**config.mk**
```make
export PLATFORM = sky130hd
export DESIGN_NAME = afifo_wr_arbiter
export DESIGN_NICKNAME = d
export VERILOG_FILES = /design/src/rtl/afifo_wr_arbiter.sv
export SDC_FILE = /design/constraint.sdc
export NUM_CORES = 1
export LEC_CHECK = 0
export CORE_MARGIN = 1
export CORE_UTILIZATION = 33
export CTS_CLUSTER_DIAMETER = 60
export DETAILED_ROUTE_END_ITERATION = 10
export PLACE_DENSITY = 0.92
export SYNTH_ARGS = -nofsm -noshare
export SYNTH_HDL_FRONTEND = slang
export SYNTH_SLANG_ARGS = --single-unit
```
**constraint.sdc**
```tcl
create_clock -name clk_wr -period 2.25 [get_ports clk_wr]
set_input_delay 0.225 -clock clk_wr [delete_from_list [all_inputs] [get_ports clk_wr]]
set_output_delay 0.225 -clock clk_wr [all_outputs]
set_load 0.005 [all_outputs]
```
**src/rtl/afifo_wr_arbiter.sv**
```systemverilog
// Round-robin, burst-locking arbiter that shares one AFIFO write port among NUM_REQ
// producers. The write strobe is combinational so wr_full blocks a write in the same cycle.
module afifo_wr_arbiter #(
   parameter int unsigned DATA_WIDTH = 32,
   parameter int unsigned NUM_REQ    = 4,
   parameter int unsigned MAX_BURST  = 4,
   parameter int unsigned CNT_WIDTH  = 16
) (
   input  logic                          clk_wr,
   input  logic                          rst_wr_n,
   input  logic [NUM_REQ-1:0]            req,
   input  logic [NUM_REQ*DATA_WIDTH-1:0] req_data,
   input  logic [NUM_REQ-1:0]            req_last,
   output logic [NUM_REQ-1:0]            gnt,
   input  logic                          wr_full,
   output logic                          wr_en,
   output logic [DATA_WIDTH-1:0]         wdata,
   output logic                          busy,
   output logic [CNT_WIDTH-1:0]          wr_cnt
);

   localparam int unsigned IDX_W  = (NUM_REQ > 1) ? $clog2(NUM_REQ) : 1;
   localparam int unsigned BEAT_W = $clog2(MAX_BURST + 1);

   typedef enum logic {
      IDLE  = 1'b0,
      BURST = 1'b1
   } state_t;

   state_t                state;
   state_t                state_nxt;
   logic [IDX_W-1:0]      owner;
   logic [IDX_W-1:0]      owner_nxt;
   logic [IDX_W-1:0]      owner_inc;
   logic [IDX_W-1:0]      rr_ptr;
   logic [IDX_W-1:0]      rr_ptr_nxt;
   logic [IDX_W-1:0]      rr_pick;
   logic                  rr_found;
   int unsigned           rr_idx;
   logic [BEAT_W-1:0]     beat_cnt;
   logic [BEAT_W-1:0]     beat_cnt_nxt;
   logic [CNT_WIDTH-1:0]  wr_cnt_nxt;
   logic                  accept;
   logic [DATA_WIDTH-1:0] lane_data [NUM_REQ];

   for (genvar g = 0; g < NUM_REQ; g++) begin : g_lane
      assign lane_data[g] = req_data[g*DATA_WIDTH +: DATA_WIDTH];
   end

   assign owner_inc = (owner == IDX_W'(NUM_REQ - 1)) ? '0 : owner + IDX_W'(1);

   // First requesting lane at or after rr_ptr, wrapping modulo NUM_REQ
   always_comb begin
      rr_pick  = rr_ptr;
      rr_found = 1'b0;
      rr_idx   = 0;
      for (int unsigned i = 0; i < NUM_REQ; i++) begin
         rr_idx = (32'(rr_ptr) + i) % NUM_REQ;
         if (!rr_found && req[IDX_W'(rr_idx)]) begin
            rr_found = 1'b1;
            rr_pick  = IDX_W'(rr_idx);
         end
      end
   end

   always_ff @(posedge clk_wr or negedge rst_wr_n) begin
      if (!rst_wr_n) begin
         state <= IDLE;
      end else begin
         state <= state_nxt;
      end
   end

   always_comb begin
      state_nxt    = state;
      owner_nxt    = owner;
      rr_ptr_nxt   = rr_ptr;
      beat_cnt_nxt = beat_cnt;
      wr_cnt_nxt   = wr_cnt;
      case (state)
         IDLE: begin
            if (|req) begin
               state_nxt    = BURST;
               owner_nxt    = rr_pick;
               beat_cnt_nxt = '0;
            end
         end
         BURST: begin
            if (!req[owner]) begin
               state_nxt  = IDLE;
               rr_ptr_nxt = owner_inc;
            end else if (!wr_full) begin
               beat_cnt_nxt = beat_cnt + BEAT_W'(1);
               wr_cnt_nxt   = wr_cnt + CNT_WIDTH'(1);
               if (req_last[owner] || (beat_cnt == BEAT_W'(MAX_BURST - 1))) begin
                  state_nxt  = IDLE;
                  rr_ptr_nxt = owner_inc;
               end
            end
         end
         default: state_nxt = IDLE;
      endcase
   end

   always_comb begin
      accept = (state == BURST) && req[owner] && !wr_full;
      wr_en  = accept;
      busy   = (state == BURST);
      gnt    = '0;
      wdata  = '0;
      if (accept) begin
         gnt   = NUM_REQ'(1) << owner;
         wdata = lane_data[owner];
      end
   end

   always_ff @(posedge clk_wr or negedge rst_wr_n) begin
      if (!rst_wr_n) begin
         owner    <= '0;
         rr_ptr   <= '0;
         beat_cnt <= '0;
         wr_cnt   <= '0;
      end else begin
         owner    <= owner_nxt;
         rr_ptr   <= rr_ptr_nxt;
         beat_cnt <= beat_cnt_nxt;
         wr_cnt   <= wr_cnt_nxt;
      end
   end

endmodule

```
# Word level (Yosys, flattened, before mapping)
# Cells that the tools add are included.
[op_classes] n_reduce_logical=15 n_addsub=6 multipliers=0 n_mux=36 bitwise_logic=3 n_shift=1 div_mod_pow=0 n_lt_le_gt_ge=6 n_eq_ne=7
[ops] operator="$mux W32" count=3
[ops] operator="$bmux W32 S2" count=1
[ops] operator="$add A16 B1 Y16 const B" count=1
[ops] operator="$lt A2 B3 Y1 const B" count=5
[ops] operator="$mux W2" count=7
[ops] operator="$mux W1" count=13
[ops] operator="$bmux W1 S2" count=6
[ops] operator="$mux W3" count=3
[ops] operator="$reduce_and A3 Y1" count=3
[ops] operator="$ne A2 B2 Y1 const B" count=3
[ops] operator="$pmux W3 S2" count=1
[ops] operator="$logic_and A1 B1 Y1" count=5
[ops] operator="$add A2 B1 Y2 const B" count=2
[ops] operator="$add A2 B2 Y2 const B" count=2
[ops] operator="$logic_not A1 Y1" count=4
[ops] operator="$mux W4" count=1
[ops] operator="$ne A2 B1 Y1 const B" count=2
[ops] operator="$reduce_or A4 Y1" count=1
[ops] operator="$shl A1 B2 Y4 const A" count=1
[ops] operator="$add A3 B1 Y3 const B" count=1
[ops] operator="$eq A3 B2 Y1 const B" count=1
[ops] operator="$ge A3 B3 Y1 const B" count=1
[ops] operator="$not A2 Y3" count=1
[ops] operator="$eq A2 B2 Y1 const B" count=1
[ops] operator="4 further kinds" count=5
[totals] ff_bits=24 romBits=0 mem_count=0 word_cells=79 out_inout_bits=54 latchBits=0 in_bits=139 ram_bits=0

# Longest topological paths before layout
# Gate-level depths: netlist of the first run.
[depth] word_depth=12 depth_mapped=7 mapped_depth_nobuf=6

# Least setup slack after synthesis of the first run
# No wires, ideal clock.
[synth_path] path_kind="register to register" start="register owner[1]" end="register rr_ptr[0]" path_stages_with_launch=6 path_buffers=1 setup_slack_ns=0.421 arrival_time_ns=1.704 required_ns=2.125 period_less_slack_ns=1.829 path_cell_list="dfrtp_1 -> buf_6 -> mux2_2 -> or3_1 -> a31oi_1 -> mux2_2"
[synth_between] elab_chain_cells=5 word_cells_on_any_way=13
[synth_rtl] item="start, declared" line="32" source="logic [IDX_W-1:0] owner;"
[synth_rtl] item="start signal, assigned" line="124" source="owner <= owner_nxt;"
[synth_rtl] item="$bmux W1 S2 or $eq A2 B2 Y1 (tied branches)" line="95, 50"
[synth_rtl] item="$mux W1 (not written as such) or $mux W2 (tied branches)" line="95, 50"
[synth_rtl] item="$logic_or A1 B1 Y1 or $mux W2 (tied branches)" line="95" source="if (req_last[owner] || (beat_cnt == BEAT_W'(MAX_BURST - 1))) begin"
[synth_rtl] item="$ne A2 B1 Y1 (no line) or $mux W2 (tied branches)"
[synth_rtl] item="$reduce_and A3 Y1 (no line) or $mux W2 (tied branches)"
[synth_rtl] item="end signal, assigned" line="125" source="rr_ptr <= rr_ptr_nxt;"
[synth_rtl] item="end, declared" line="35" source="logic [IDX_W-1:0] rr_ptr;"
# Parallel ways exist; a longest one is shown, timed or not. The select of a mux whose other input is x is not followed.
# A chain may end at the register's enable or synchronous reset.

# Worst setup path after layout of the first run
[layout_path] start="register owner[0]" end="output port wdata[18]"
[layout_between] elab_chain_cells=5 word_cells_on_any_way=9
[layout_rtl] item="$not A2 Y3 (not written as such) or $bmux W1 S2 (tied branches)" line="113, 106"
[layout_rtl] item="$bmux W32 S2 or $mux W1 (tied branches)" line="113, 106"
[layout_rtl] item="$mux W32 (not written as such) or $logic_and A1 B1 Y1 (tied branches) (2 in a row)" line="113, 106"
[layout_rtl] item="$mux W32 (*)" line="111" source="if (accept) begin"
[layout_rtl] item="end, declared" line="17" source="output logic [DATA_WIDTH-1:0] wdata,"
# Every way passes the cells marked *; elsewhere a longest branch is shown, timed or not. The select of a mux whose other input is x is not followed.

==> results.json, run 1 <==
{
  "syn_area_per_cell_sq_um": 11.2,
  "core_sq_um": 6790,
  "final.min_clock_period_ns": 2.19,
  "synth.distinct_cells": 32,
  "cp_max_fo": 8,
  "dp_hpwl_um": 7700,
  "routed_via_density": 5.16,
  "syn_to_final_growth_pct": 99.7,
  "track_usage_pct": 25.1,
  "drtIter0Drc": 75,
  "yosys.area.top_type_share_pct": 32.1,
  "r2r_slack_ns": 0.25,
  "dieHeight_um": 85.7,
  "p_leak_uw": 0.00189,
  "setup-violations-final": 0,
  "grt_pass1_vias": 2790,
  "finalWirelength_um": 9600,
  "cts_buffer_depth": 2,
  "die_width_um": 85.7,
  "post_dp_cell_area_sq_um": 4500,
  "antenna_left": 0,
  "rows": 30,
  "clock_latency_ns": 0.27,
  "synth_warnings": 0,
  "gp_congestion": 0.896,
  "cts_buffers": 3,
  "firstDrtPassIters": 6,
  "path_class": "flip-flop to output pin",
  "drv_cap": 0,
  "syn_area_sq_um": 2310,
  "cts-root-buf": "clkbuf_8",
  "cts.clk_slew.worst_paths_ns": 0.09,
  "fin_tns_setup_ns": 0,
  "crit_arrival_ns": 1.96,
  "status": "finished clean",
  "grt_max_degree": 32,
  "setup.worst_path.start_class": "flip-flop",
  "yosysMostFrequentCell": "and2_1",
  "whs_ns": 0.328,
  "vdd_drop_max_uv": 652,
  "power.density_nw_per_um2": 776,
  "cts_tree": "built",
  "fin_skew_ns": 0.00821,
  "r2r_cells": 4,
  "hold_viol_final": 0,
  "synth_top_cells_by_area": "mux4_2 32%, dfrtp_1 26%, and2_1 9.7%",
  "netlist_instances": 207,
  "ys.flop_type": "dfrtp_1",
  "worstSetupEndpointType": "output pin",
  "final_nets": 565,
  "yosys-top-cells-count": "36 x and2_1, 33 x mux4_2, 24 x dfrtp_1",
  "final_cells": 514,
  "clkSinkCount": 24,
  "drc": 0,
  "critical_path_required_ns": 2.03,
  "relSlewSlack_pct": 78.5,
  "finalMaxSlewViolations": 0,
  "io_buffers": 192,
  "post-route-period-util_pct": 97.2,
  "synth_top_area_cell": "mux4_2",
  "pin_count": 193,
  "synthArstFlopShare_pct": 100,
  "synth-edff-count": 0,
  "htreeDepth": 1,
  "worstMarginPinSlew_ns": 0.320,
  "antenna_cells": 0,
  "r2r-end": "rr_ptr[1]",
  "antenna_found_initial": 0,
  "grt_pass1_wl_um": 14200,
  "initial_utilization_pct": 34.1,
  "routedWlPerCell_um": 18.7,
  "place_inst": 500,
  "final_area_sq_um": 4620,
  "ys_ff_latch": 24,
  "grt.overflow.total": 0,
  "vias": 2653,
  "nFillCells": 517,
  "seq_area_frac_synth_pct": 26.0,
  "reg2reg_from": "owner[1]",
  "drive_gt1_share_pct": 23.0,
  "hold_path_class": "input port to async pin",
  "syn_nets": 353,
  "die_area_sq_um": 7350,
  "fmax_mhz": 457
}
-- layout by cell type, fill, tap and decap left out, drive strengths merged, types with 3 or more instances in the layout --
cell type,count
nand3,9
and2,36
inv,6
nand4,8
clkdlybuf4s50,155
dfrtp,24
o21ai,5
buf,28
nor2,11
clkbuf,22
nor3,3
ha,7
xnor2,15
mux4,33
clkdlybuf4s15,19
mux2,3
nand2,12
or3,3
-- worst max-delay path by stage --
stage,depth (start not counted),endpoint,startpoint,slack (ns)
final,6,wdata[18],owner[0],0.06
after global routing,6,gnt[1],owner[0],-0.004
after CTS,6,wdata[13],owner[0],0.009
after detailed placement,7,wdata[13],req[3],-0.11
after global placement,7,wdata[15],req[3],-0.07
after floorplan,5,rr_ptr[0],owner[1],0.42
-- cells by family (layout without fill, tap and decap cells) --
group | Yosys count | after routing | synth area share (%)
XOR/XNOR | 15 | 15 | 6.33
flip-flops | 24 | 24 | 26.0
adder cells (fa/ha/maj) | 7 | 7 | 3.79
AND/OR/NAND/NOR | 90 | 90 | 21.8
AO/OA/AOI/OAI | 13 | 13 | 3.46
buffers and inverters | 21 | 232 | 4.60
multiplexers | 37 | 37 | 34.0
-- state kept, by name, summed over array words and instances (netlist names) --
signal / flops
busy: 1
wr_cnt: 16
rr_ptr: 2
beat_cnt: 3
owner: 2
-- through the flow --
stage                     total power [uW]  util, %  worst slack (ns)
final                                 3580     68.0            0.0636
after global routing                  3820     68.0          -0.00381
after CTS                             3500     67.4           0.00911
after detailed placement              3120     66.2            -0.112
after global placement                3050     66.2           -0.0659
after floorplan                       1960        -             0.421
-- critical path, cell delays in order (launching register included) --
cell,delay (ns)
dfrtp_2,0.44
mux4_2,0.58
nand3b_4,0.14
inv_8,0.06
buf_12,0.13
and2_1,0.13
clkdlybuf4s15_1,0.22
-- report_power, final --
part           total, uW  internal [uW]  switching [uW]
combinational       2500           1570             929
sequential           702            540             161
clock                378            238             140
total               3580           2350            1230
-- routing by layer --
metal | GRT usage (%) | share of wire [%] | routed length, um
met5 | 0 | 0 | 0
met3 | 4.43 | 6.7 | 639
met4 | 9.39 | 3.5 | 339
met1 | 28.6 | 38 | 3650
met2 | 46.8 | 52 | 4980
-- timing repair --
action,CTS,global route
buffers inserted,6,1
hold buffers,0,0
gates cloned,0,3
gates resized for setup,40,57
hold endpoints to repair,0,0
endpoints found under the setup margin,37,36
-- cell type report --
cell class | count | area, sq um | area share [%]
Clock buffer | 3 | 41.3 | 0.894
Clock inverter | 1 | 30.0 | 0.650
Inverter | 6 | 30.0 | 0.650
Multi-Input combinational cell | 162 | 1620 | 35.0
Sequential cell | 24 | 602 | 13.0
Tap cell | 96 | 120 | 2.60
Timing Repair Buffer | 222 | 2180 | 47.2
Note: power is estimated with default switching activity, not from simulation.
==> run 2: changes to the inputs <==
--- a/config.mk
+++ b/config.mk
@@ -7,6 +7,7 @@
 export LEC_CHECK = 0
 export CORE_MARGIN = 1
 export CORE_UTILIZATION = 33
+export CTS_BUF_LIST = sky130_fd_sc_hd__clkbuf_4 sky130_fd_sc_hd__clkbuf_8 sky130_fd_sc_hd__clkbuf_16
 export CTS_CLUSTER_DIAMETER = 60
 export DETAILED_ROUTE_END_ITERATION = 10
 export PLACE_DENSITY = 0.92
==> results of run 2 <==
The final DEF is identical to that of run 1; final timing and power are the same.
